[src/rtl/shift_pkg.sv]
`default_nettype none
// ============================================================================
//  Module      : shift_pkg
//  Description : Shared shift/rotate mode encodings. The ALU decoder and the
//                rotate/shift pipeline both use these values, so the encoding
//                lives in exactly one place.
//  Contents    : shift_mode_e -- SLL, SRL, SRA, ROR (2-bit)
//  Revision    : 1.0  initial release
// ============================================================================
package shift_pkg;

  typedef enum logic [1:0] {
    MODE_SLL = 2'b00,   // logical left, zero fill
    MODE_SRL = 2'b01,   // logical right, zero fill
    MODE_SRA = 2'b10,   // arithmetic right, sign fill
    MODE_ROR = 2'b11    // rotate right
  } shift_mode_e;

endpackage : shift_pkg
`default_nettype wire

[src/rtl/shift_level.sv]
`default_nettype none
// ============================================================================
//  Module      : shift_level
//  Description : One combinational level of a logarithmic shifter. Shifts or
//                rotates the operand right/left by the fixed distance SHIFT
//                when en_i is set, otherwise passes it through unchanged.
//  Ports       : data_i  [WIDTH]  partial result entering this level
//                mode_i  [2]      shift_mode_e encoding
//                en_i    [1]      amount bit for this level
//                data_o  [WIDTH]  partial result leaving this level
//  Revision    : 1.0  initial release
// ============================================================================
module shift_level
  import shift_pkg::*;
#(
  parameter int WIDTH = 16,
  parameter int SHIFT = 1
) (
  input  logic [WIDTH-1:0] data_i,
  input  logic [1:0]       mode_i,
  input  logic             en_i,
  output logic [WIDTH-1:0] data_o
);

  always_comb begin
    data_o = data_i;
    if (en_i) begin
      case (mode_i)
        MODE_SLL: data_o = data_i << SHIFT;
        MODE_SRL: data_o = data_i >> SHIFT;
        // The MSB is preserved by every earlier SRA level, so the current
        // partial MSB is still the original operand sign.
        MODE_SRA: data_o = $signed(data_i) >>> SHIFT;
        default:  data_o = {data_i[SHIFT-1:0], data_i[WIDTH-1:SHIFT]};
      endcase
    end
  end

endmodule : shift_level
`default_nettype wire

[src/rtl/rotate_shift_pipe.sv]
`default_nettype none
// ============================================================================
//  Module      : rotate_shift_pipe
//  Description : Pipelined barrel shifter/rotator. log2(WIDTH) shift levels
//                are spread evenly over STAGES register stages; the whole
//                pipeline advances as one unit under valid/ready flow control.
//  Ports       : clk, rst_n (async, active-low)
//                in_valid/in_ready, in_data[WIDTH], in_amt[WIDTH], in_mode[2]
//                flush     -- drops every in-flight operation
//                out_valid/out_ready, out_data[WIDTH], out_zero, out_neg
//  Revision    : 1.0  initial release
// ============================================================================
module rotate_shift_pipe
  import shift_pkg::*;
#(
  parameter int WIDTH  = 16,
  parameter int STAGES = $clog2(WIDTH)
) (
  input  logic             clk,
  input  logic             rst_n,
  input  logic             in_valid,
  output logic             in_ready,
  input  logic [WIDTH-1:0] in_data,
  input  logic [WIDTH-1:0] in_amt,
  input  logic [1:0]       in_mode,
  input  logic             flush,
  output logic             out_valid,
  input  logic             out_ready,
  output logic [WIDTH-1:0] out_data,
  output logic             out_zero,
  output logic             out_neg
);

  localparam int LOG  = $clog2(WIDTH);
  localparam int LPS  = LOG / STAGES;   // shift levels per register stage
  localparam int LAST = STAGES - 1;

  logic             out_valid_q;
  logic [WIDTH-1:0] out_data_q;
  logic             out_zero_q;
  logic             out_neg_q;

  logic w_advance;
  logic w_ovr_in;

  // Stage inputs (index s = what stage s works on) and stage results.
  logic             w_stg_valid [STAGES];
  logic [1:0]       w_stg_mode  [STAGES];
  logic [LOG-1:0]   w_stg_amt   [STAGES];
  logic             w_stg_ovr   [STAGES];
  logic [WIDTH-1:0] w_stg_data  [STAGES];
  logic [WIDTH-1:0] w_stg_res   [STAGES];

  assign w_advance = !out_valid_q || out_ready;
  assign in_ready  = w_advance && !flush;

  // Amount bits above the level range only matter for shifts; a rotate uses
  // the amount modulo WIDTH, which is exactly the low LOG bits.
  assign w_ovr_in = (in_mode != MODE_ROR) && (|in_amt[WIDTH-1:LOG]);

  for (genvar s = 0; s < STAGES; s++) begin : g_stage
    if (s == 0) begin : g_first
      assign w_stg_valid[s] = in_valid && !flush;
      assign w_stg_mode[s]  = in_mode;
      assign w_stg_amt[s]   = in_amt[LOG-1:0];
      assign w_stg_ovr[s]   = w_ovr_in;
      assign w_stg_data[s]  = in_data;
    end else begin : g_reg
      logic             valid_q;
      logic [1:0]       mode_q;
      logic [LOG-1:0]   amt_q;
      logic             ovr_q;
      logic [WIDTH-1:0] data_q;

      always_ff @(posedge clk or negedge rst_n) begin
        if (!rst_n) begin
          valid_q <= 1'b0;
        end else if (flush) begin
          valid_q <= 1'b0;
        end else if (w_advance) begin
          valid_q <= w_stg_valid[s-1];
        end
      end

      // Payload is qualified by valid_q, so it carries no reset.
      always_ff @(posedge clk) begin
        if (w_advance) begin
          mode_q <= w_stg_mode[s-1];
          amt_q  <= w_stg_amt[s-1];
          ovr_q  <= w_stg_ovr[s-1];
          data_q <= w_stg_res[s-1];
        end
      end

      assign w_stg_valid[s] = valid_q;
      assign w_stg_mode[s]  = mode_q;
      assign w_stg_amt[s]   = amt_q;
      assign w_stg_ovr[s]   = ovr_q;
      assign w_stg_data[s]  = data_q;
    end

    logic [WIDTH-1:0] w_chain [LPS+1];
    assign w_chain[0] = w_stg_data[s];

    for (genvar j = 0; j < LPS; j++) begin : g_level
      shift_level #(
        .WIDTH (WIDTH),
        .SHIFT (1 << (s*LPS + j))
      ) u_level (
        .data_i (w_chain[j]),
        .mode_i (w_stg_mode[s]),
        .en_i   (w_stg_amt[s][s*LPS + j]),
        .data_o (w_chain[j+1])
      );
    end

    assign w_stg_res[s] = w_chain[LPS];
  end

  // Over-range shifts saturate to the fill value. For SRA the chain has kept
  // the operand sign in its MSB, so that bit is the fill.
  logic [WIDTH-1:0] w_fill;
  logic [WIDTH-1:0] out_data_d;

  assign w_fill     = (w_stg_mode[LAST] == MODE_SRA) ?
                      {WIDTH{w_stg_res[LAST][WIDTH-1]}} : '0;
  assign out_data_d = w_stg_ovr[LAST] ? w_fill : w_stg_res[LAST];

  always_ff @(posedge clk or negedge rst_n) begin
    if (!rst_n) begin
      out_valid_q <= 1'b0;
      out_data_q  <= '0;
      out_zero_q  <= 1'b1;
      out_neg_q   <= 1'b0;
    end else begin
      if (flush) begin
        out_valid_q <= 1'b0;
      end else if (w_advance) begin
        out_valid_q <= w_stg_valid[LAST];
      end
      if (w_advance) begin
        out_data_q <= out_data_d;
        out_zero_q <= (out_data_d == '0);
        out_neg_q  <= out_data_d[WIDTH-1];
      end
    end
  end

  assign out_valid = out_valid_q;
  assign out_data  = out_data_q;
  assign out_zero  = out_zero_q;
  assign out_neg   = out_neg_q;

endmodule : rotate_shift_pipe
`default_nettype wire

[config.mk]
export PLATFORM = sky130hd
export DESIGN_NAME = rotate_shift_pipe
export DESIGN_NICKNAME = d
export VERILOG_FILES = /design/src/rtl/shift_pkg.sv /design/src/rtl/shift_level.sv /design/src/rtl/rotate_shift_pipe.sv
export SDC_FILE = /design/constraint.sdc
export NUM_CORES = 1
export LEC_CHECK = 0
export CAP_MARGIN = 5
export CORE_MARGIN = 2
export CORE_UTILIZATION = 55
export DETAILED_ROUTE_END_ITERATION = 8
export PLACE_DENSITY = 0.8
export SKIP_LAST_GASP = 1
export SLEW_MARGIN = 20
export SYNTH_ARGS = -nofsm -noshare
export SYNTH_HDL_FRONTEND = slang
export SYNTH_SLANG_ARGS = --single-unit
[constraint.sdc]
create_clock -name clk -period 4 [get_ports clk]
set_input_delay 0.4 -clock clk [delete_from_list [all_inputs] [get_ports clk]]
set_output_delay 0.4 -clock clk [all_outputs]
set_load 0.01 [all_outputs]
==> run summary, run 1 <==
The number of port buffers came out at 58. The number of hold violations in the final report came out at 0. The number of vias after detailed routing is 3165. The number of buffers inserted by post-CTS setup repair is 0. The internal power component came out at 1530 uW.

The number of detailed-route iterations in the first pass is 6. After clock tree synthesis, the clock-pin slew on the worst setup and hold paths is 0.08 ns. The final setup violation count came out at 0. The combinational share of power came out at 15.8%. The total track usage is 20.9%. The total grt overflow is 0. Entering global routing, the biggest net connects 69 pins. The maximum clock skew at final layout is 0.0126 ns.

The clock latency of the later-clocked register in the worst-skew pair came out at 0.34 ns. The data required time of the critical path is 3.60 ns. The arrival time at the worst endpoint is 1.85 ns. The full die area came out at 8400 um2. The switching power summed over all nets is 533 uW. The total clock buffers created by CTS is 9. After the first detailed-routing iteration, the DRC count stood at 198.

The maximum clock insertion buffer count is 2. Compared with the post-synthesis result, the final layout area differs by 18.9%. After the last flow step, the layout net total stands at 481. The relative slew slack came out at 38.1%. Pin placement for this block handled 59 I/O pins.

The share of the clock period used by the worst path after layout came out at 56.2%. The count of hold-fix buffers inserted at cts is 0. The completed layout was analyzed and its total power is 2060 uW. The tree built by TritonCTS fans out to 84 sinks. The synthesized netlist net count came out at 435. The instance count after placement with tap cells included came out at 530. The largest fanout on the critical path came out at 10. Row generation in the floorplan step produced 31 rows. The static leakage is 0.00191 uW.

The number of levels the H-tree was split into is 3. Setup repair after global routing left no endpoint under its margin. Timing analysis after detailed placement gives a worst setup slack of 1.50 ns.

The worst setup path is of the in -> out kind. The async set-or-reset flop fraction in the synthesized netlist is 25.0%. The final weighted congestion of routability-driven global placement came out at 0.890. The shortest clock period the worst path allows after layout is 2.25 ns. The antenna diode instance count is 0. The worst setup path is captured at an output port. The clock share of power came out at 28.6%. STA classifies the critical path startpoint as a primary input. Yosys mapped a number of flops with a built-in enable equal to 63. The number of vias per cell after detailed routing is 5.80. The placeable core area is 7330 um2. The achievable clock frequency came out at 444 MHz. The routed wire length came out at 8260 um. The final critical-path setup slack is 1.75 ns. The die is 91.7 um tall. The setup TNS came out at 0 ns. The worst vdd rail ir drop is 188 uV. The max-capacitance violation count came out at 0. The net switching share of the total power is 25.8%. The number of standard cells after synthesis came out at 396. The flow ran to the end, and the final reports show no timing, DRC or antenna violations. The count of instances resized after the clock tree is built is 0. The power density normalized to cell area is 410 nW/um2.

The global-route wire length before repair came out at 13800 um. The detail route stage leaves a number of antenna-violating nets equal to 0. The initial antenna violation count came out at 0. The number of flip-flops and latches in the synthesized netlist is 84. The number of different library cells used by synthesis comes to 45.

The average size of a mapped cell came out at 10.7 um2. The register share of total power came out at 55.6%. Measured along the x axis, the die boundary spans 91.7 um. The clock tree from TritonCTS is yes. The DRC violation count after routing came out at 0.

The sequential fraction of the synthesis area is 57.2%. The root buffer cell chosen for the clock tree is sky130_fd_sc_hd__clkbuf_8. Leaving out filler cells and counting taps, the final layout contains 546. Among all flip-flop cells after synthesis, the most frequent one is sky130_fd_sc_hd__edfxtp_1. The number of global-route vias before repair is 3110. The fraction of final layout cells sized beyond drive strength 1 came out at 5.37%. Summing every instance area after synthesis gives 4230 um2. The effective utilization at floorplan is 57.7%. The actual slew at the worst max-slew pin is 0.926 ns.

After detailed routing, the average wire length per cell comes to 15.1 um. The estimated wirelength of the detail-placed design is 5950 um. The path class of the lowest-slack min-delay path is reg -> reg. The number of warnings printed during yosys synthesis came out at 0.

The max-slew violation count came out at 0.
-- synth_stat cells, types with 2 or more instances --
cell type                  count  area, um2
sky130_fd_sc_hd__edfxtp_1     63       1890
sky130_fd_sc_hd__clkbuf_1     16       60.1
sky130_fd_sc_hd__inv_1        11       41.3
sky130_fd_sc_hd__o22ai_1      10       62.6
sky130_fd_sc_hd__nand3b_1      2       15.0
sky130_fd_sc_hd__a22o_1        3       26.3
sky130_fd_sc_hd__and3_1        2       12.5
sky130_fd_sc_hd__mux2i_1      34        340
sky130_fd_sc_hd__a31oi_1       2       12.5
sky130_fd_sc_hd__o31ai_1       3       22.5
sky130_fd_sc_hd__and2_1        2       12.5
sky130_fd_sc_hd__o21a_1        5       37.5
sky130_fd_sc_hd__nor3_1        3       15.0
sky130_fd_sc_hd__nor2b_1       5       31.3
sky130_fd_sc_hd__nand3_1       4       20.0
sky130_fd_sc_hd__o311ai_0      2       17.5
sky130_fd_sc_hd__buf_6         2       22.5
sky130_fd_sc_hd__o21ai_0       9       45.0
sky130_fd_sc_hd__buf_2         6       30.0
sky130_fd_sc_hd__nor4_1        3       18.8
sky130_fd_sc_hd__nand2_1      29        109
sky130_fd_sc_hd__o22a_1       10       87.6
sky130_fd_sc_hd__o211ai_1      9       67.6
sky130_fd_sc_hd__dfrtp_1      20        500
sky130_fd_sc_hd__nor2_1       55        206
sky130_fd_sc_hd__buf_4         2       15.0
sky130_fd_sc_hd__nand2b_1      8       50.1
sky130_fd_sc_hd__a21oi_1      58        290
sky130_fd_sc_hd__a22oi_1       2       15.0
-- path summary, 6_finish.rpt --
check	start	to	slack (ns)	cells after the start
min in group asynchronous	rst_n	out_data[13]$_DFFE_PN0N_	0.55	1
max in group asynchronous	rst_n	g_stage[1].g_reg.valid_q$_DFFE_PN0P_	2.91	1
min reg2reg	g_stage[2].g_reg.ovr_q$_DFFE_PN_	g_stage[3].g_reg.ovr_q$_DFFE_PN_	0.42	0
max	out_ready	in_ready	1.75	4
max reg2reg	g_stage[3].g_reg.amt_q[3]$_DFFE_PN_	out_zero$_DFFE_PN1N_	1.87	5
min	g_stage[2].g_reg.ovr_q$_DFFE_PN_	g_stage[3].g_reg.ovr_q$_DFFE_PN_	0.42	0
-- metal layers --
layer  share of wire (%)  up-vias  track usage, %
li1                    -     1559               -
met4                 3.1        0            10.2
met5                   0        -               0
met2                  54      111            39.0
met3                 4.4       23            5.01
met1                  39     1472            21.9
-- metrics by stage --
step           utilization, %  area, um2  hold WS (ns)
6_report                 68.6       5030         0.424
3_3_place_gp             65.8       4830         0.404
4_1_cts                  68.6       5030         0.426
5_1_grt                  68.6       5030         0.428
3_5_place_dp             65.8       4830         0.407
2_1_floorplan               -       4230         0.104
-- kinds of logic after synthesis --
family,share of synthesized area (%)
and+or+nand+nor,12.7
buffers and inverters,4.08
AOI/OAI and AO/OA,17.7
muxes,8.05
xor gates and xnor gates,0.207
DFF,57.2
-- cells in the final DEF (no fill, tap or decap), types with 2 or more instances in the layout --
cell type	Yosys	final
sky130_fd_sc_hd__edfxtp_1	63	63
sky130_fd_sc_hd__and3_1	2	2
sky130_fd_sc_hd__o31ai_1	3	3
sky130_fd_sc_hd__clkbuf_1	16	2
sky130_fd_sc_hd__o311ai_0	2	2
sky130_fd_sc_hd__clkbuf_16	0	2
sky130_fd_sc_hd__o22ai_1	10	10
sky130_fd_sc_hd__a22oi_1	2	2
sky130_fd_sc_hd__clkbuf_8	0	9
sky130_fd_sc_hd__and2_1	2	2
sky130_fd_sc_hd__mux2i_1	34	34
sky130_fd_sc_hd__nand3_1	4	4
sky130_fd_sc_hd__a21oi_1	58	58
sky130_fd_sc_hd__inv_1	11	11
sky130_fd_sc_hd__nor2_1	55	55
sky130_fd_sc_hd__nand2_1	29	29
sky130_fd_sc_hd__o211ai_1	9	9
sky130_fd_sc_hd__nor4_1	3	3
sky130_fd_sc_hd__clkinv_2	0	2
sky130_fd_sc_hd__a31oi_1	2	2
sky130_fd_sc_hd__nor3_1	3	3
sky130_fd_sc_hd__nand3b_1	2	2
sky130_fd_sc_hd__buf_4	2	3
sky130_fd_sc_hd__nand2b_1	8	8
sky130_fd_sc_hd__o22a_1	10	10
sky130_fd_sc_hd__clkdlybuf4s50_1	0	58
sky130_fd_sc_hd__o21ai_0	9	9
sky130_fd_sc_hd__a22o_1	3	3
sky130_fd_sc_hd__nor2b_1	5	5
sky130_fd_sc_hd__o21a_1	5	5
sky130_fd_sc_hd__dfrtp_1	20	20
-- area by class of cell --
cell class / instances / area, um2
repair buffers: 61 / 603
well taps: 99 / 124
inverters: 12 / 45.0
clock buffers: 13 / 181
clock inverters: 3 / 18.8
multi-input cells: 274 / 1640
fillers: 508 / 2300
flip-flops and latches: 84 / 2420
-- sequential cells by signal (all words and copies together), names as in the netlist --
register,flops
g_stage.g_reg.ovr_q,3
g_stage.g_reg.valid_q,3
g_stage.g_reg.amt_q,6
out_valid,1
g_stage.g_reg.data_q,48
g_stage.g_reg.mode_q,6
out_data,16
out_zero,1
-- worst max-delay path, cell delays in order --
cell and delay [ns]:
sky130_fd_sc_hd__clkdlybuf4s50_1 0.40, sky130_fd_sc_hd__nor2b_1 0.48, sky130_fd_sc_hd__nor2_1 0.07, sky130_fd_sc_hd__clkdlybuf4s50_1 0.49
-- power by group through the flow --
| stage | registers (uW) | clock network [uW] | logic (uW) |
|---|---|---|---|
| floorplan | 1130 | 0 | 208 |
| global placement | 1160 | 0 | 314 |
| detailed placement | 1160 | 0 | 324 |
| CTS | 1150 | 593 | 326 |
| global route | 1160 | 635 | 362 |
| finish | 1150 | 590 | 325 |
No activity file was read; power rests on OpenSTA's default activity.
==> run 2: changes to the inputs <==
--- a/config.mk
+++ b/config.mk
@@ -7,9 +7,9 @@
 export LEC_CHECK = 0
 export CAP_MARGIN = 5
 export CORE_MARGIN = 2
-export CORE_UTILIZATION = 55
+export CORE_UTILIZATION = 49
 export DETAILED_ROUTE_END_ITERATION = 8
-export PLACE_DENSITY = 0.8
+export PLACE_DENSITY = 0.76
 export SKIP_LAST_GASP = 1
 export SLEW_MARGIN = 20
 export SYNTH_ARGS = -nofsm -noshare
==> constraint.sdc (replaced) <==
create_clock -name clk -period 1.85 [get_ports clk]
set_input_delay 0.185 -clock clk [delete_from_list [all_inputs] [get_ports clk]]
set_output_delay 0.185 -clock clk [all_outputs]
set_load 0.01 [all_outputs]
==> run 2 against run 1 <==
Against the previous run: setup slack got worse by 1.6 ns; critical path depth fell by 1; clock power rose by 120%; sequential cell count unchanged; via count up 1.2%; critical endpoint unchanged.
==> run summary, run 2 (same netlist as run 1, synthesis figures left out) <==
The flow ran to the end, and the final reports show no timing, DRC or antenna violations. The internal power component is 3340 uW. The DRC violation count after routing came out at 0. The type of element launching the critical path is a flop. The register-to-register setup slack came out at 0.13 ns. The initial DRC count came out at 109.

The instance count after placement with tap cells included is 556. Setup total negative slack on the finished layout was measured at 0 ns. The min-delay analysis places its worst path in the category in -> async. By startpoint and endpoint, the worst setup path is classified as reg -> out. Measured along the x axis, the die boundary spans 96.9 um. Counting along the longest clock path gives a buffer depth of 2. The flip-flop count of the largest register, all copies and words added came out at 48.

The worst vdd rail ir drop is 366 uV. The root buffer cell chosen for the clock tree is sky130_fd_sc_hd__clkbuf_8. The clock latency of the later-clocked register in the worst-skew pair came out at 0.35 ns. Summed over all layers, the routed wires come to 8400 um. The estimated wirelength of the detail-placed design came out at 6220 um. Max-cap violations in this run came to 0. The maximum clock skew at final layout came out at 0.0108 ns.

The number of detailed-route iterations in the first pass came out at 4. The count of nets left with antenna violations once routing finished came out at 0. The number of vias after detailed routing is 3203. Measured in cells, the most critical reg-to-reg path has a length of 5. The final setup violation count came out at 0. The max-slew violation count is 0. Setup slack closes at 0.104 ns. The total of fill cells in the finished design is 655. Buffers inserted to repair hold after CTS numbered 0. The achievable clock frequency came out at 573 MHz.

The clock share of power came out at 28.6%. The number of port buffers came out at 58. Across every metal layer, demand over resource in global routing totals 18.5%. The number of global-route vias before repair came to 3081. The floorplan step defined a core boundary enclosing 8300 um2. The initial antenna violation count was 0. The number of hold violations in the final report is 0.

The global-route wire length before repair came out at 14200 um. The average wire per standard cell is 14.6 um. The actual slew at the worst max-slew pin is 0.474 ns. The static leakage is 0.00203 uW.

The die height is 96.9 um. The pin count of the biggest net entering global routing came out at 70. Combinational logic burns 17.8% of the power. In this run, flip-flops and latches consume 53.6% of the power. The power density normalized to cell area came out at 867 nW/um2. The final net count came out at 504. Timing analysis after detailed placement gives a worst setup slack of 0.0994 ns. Ranked by flip-flop count, first place goes to g_stage.g_reg.data_q.

The clock net sink count came out at 84. The number of levels the H-tree was split into came out at 3. 59 I/O pins were placed. The most common cell after layout, fill and taps aside is sky130_fd_sc_hd__edfxtp_1. Setup repair after global routing left no endpoint under its margin.

The effective utilization at floorplan is 50.9%. The fraction of final layout cells sized beyond drive strength 1 came out at 10.4%. The power consumption is 4540 uW. The full die area came out at 9390 um2.

The count of standard-cell rows is 33. The net switching share of the total power came out at 26.4%. In the layout the commonest cells are sky130_fd_sc_hd__edfxtp_1, sky130_fd_sc_hd__a21oi_1, sky130_fd_sc_hd__clkdlybuf4s50_1. The data required time of the critical path is 1.66 ns.

After layout, the worst path uses 94.4% of the clock period. The relative slew slack is 68.4%. Clock-pin slew was measured on the worst setup and hold paths at 0.09 ns.

The number of standard cells in the layout, taps in and fillers out is 575. The switching power summed over all nets came out at 1200 uW. The sequential standard cell area came out at 2420 um2. The shortest clock period the worst path allows after layout came out at 1.75 ns. In this run the worst path has a maximum fanout of 5. The total grt overflow is 0.

The clock tree from TritonCTS is yes. From synthesis to final layout, the design area changed by 23.8%. In this run the critical register-to-register path is captured at out_zero$_DFFE_PN1N_.

The antenna diode instance count is 0. The arrival time at the worst endpoint came out at 1.56 ns. In this run the worst setup path begins at out_valid$_DFFE_PN0P_. The number of vias per cell after detailed routing came out at 5.57. In this run the critical register-to-register path is launched from g_stage[3].g_reg.amt_q[3]$_DFFE_PN_. The total area of multi-input combinational cells is 1640 um2. The number of clock buffers added by TritonCTS is 9. The worst setup path is captured at an output port.

The final weighted congestion of routability-driven global placement is 0.851.
==> run 2: worst max-delay path by stage <==
stage / to / slack [ns] / depth (start not counted)
floorplan: out_data[10]$_DFFE_PN0N_ / 0.15 / 6
global placement: out_zero$_DFFE_PN1N_ / 0.14 / 5
detailed placement: out_zero$_DFFE_PN1N_ / 0.1 / 5
CTS: in_ready / 0.04 / 3
global route: in_ready / 0.03 / 3
finish: in_ready / 0.10 / 3
==> run 2: layout make-up <==
class,count,area share (%)
flip-flops and latches,84,46.2
multi-input cells,274,31.3
repair buffers,84,15.3
well taps,105,2.51
clock buffers,10,2.44
clock inverters,6,1.36
inverters,12,0.861
==> run 2: power groups by stage <==
stage               Sequential (uW)  Clock (uW)  Combinational (uW)
finish                         2430        1300                 808
global route                   2460        1410                 895
CTS                            2430        1330                 804
detailed placement             2470           0                 800
global placement               2460           0                 787
floorplan                      2440           0                 450
==> run 2: layer usage <==
layer / vias to the layer above / track usage [%] / share of wire, % / routed length (um)
li1: 1600 / - / - / -
met1: 1491 / 20.3 / 42 / 3500
met2: 87 / 33.3 / 51 / 4280
met3: 25 / 4.84 / 3.8 / 318
met4: 0 / 8.78 / 3.5 / 298
met5: - / 0 / 0 / 0
==> run 2: through the flow <==
| step | util, % | hold WS, ns | area, um2 |
|---|---|---|---|
| floorplan | - | -0.111 | 4240 |
| global placement | 60.4 | 0.402 | 5010 |
| detailed placement | 60.4 | 0.405 | 5010 |
| CTS | 62.8 | 0.173 | 5210 |
| global route | 63.1 | 0.188 | 5230 |
| finish | 63.1 | 0.175 | 5230 |
==> run 2: critical path: stages, from the launching register on <==
cell and delay (ns):
sky130_fd_sc_hd__dfrtp_1 0.39, sky130_fd_sc_hd__nor2b_2 0.19, sky130_fd_sc_hd__nor2_1 0.09, sky130_fd_sc_hd__clkdlybuf4s50_1 0.54
==> run 2: what timing repair did <==
action                                  4_1_cts  5_1_grt
gates resized for setup                       0        1
buffers inserted                              0        3
endpoints found under the setup margin        0        2
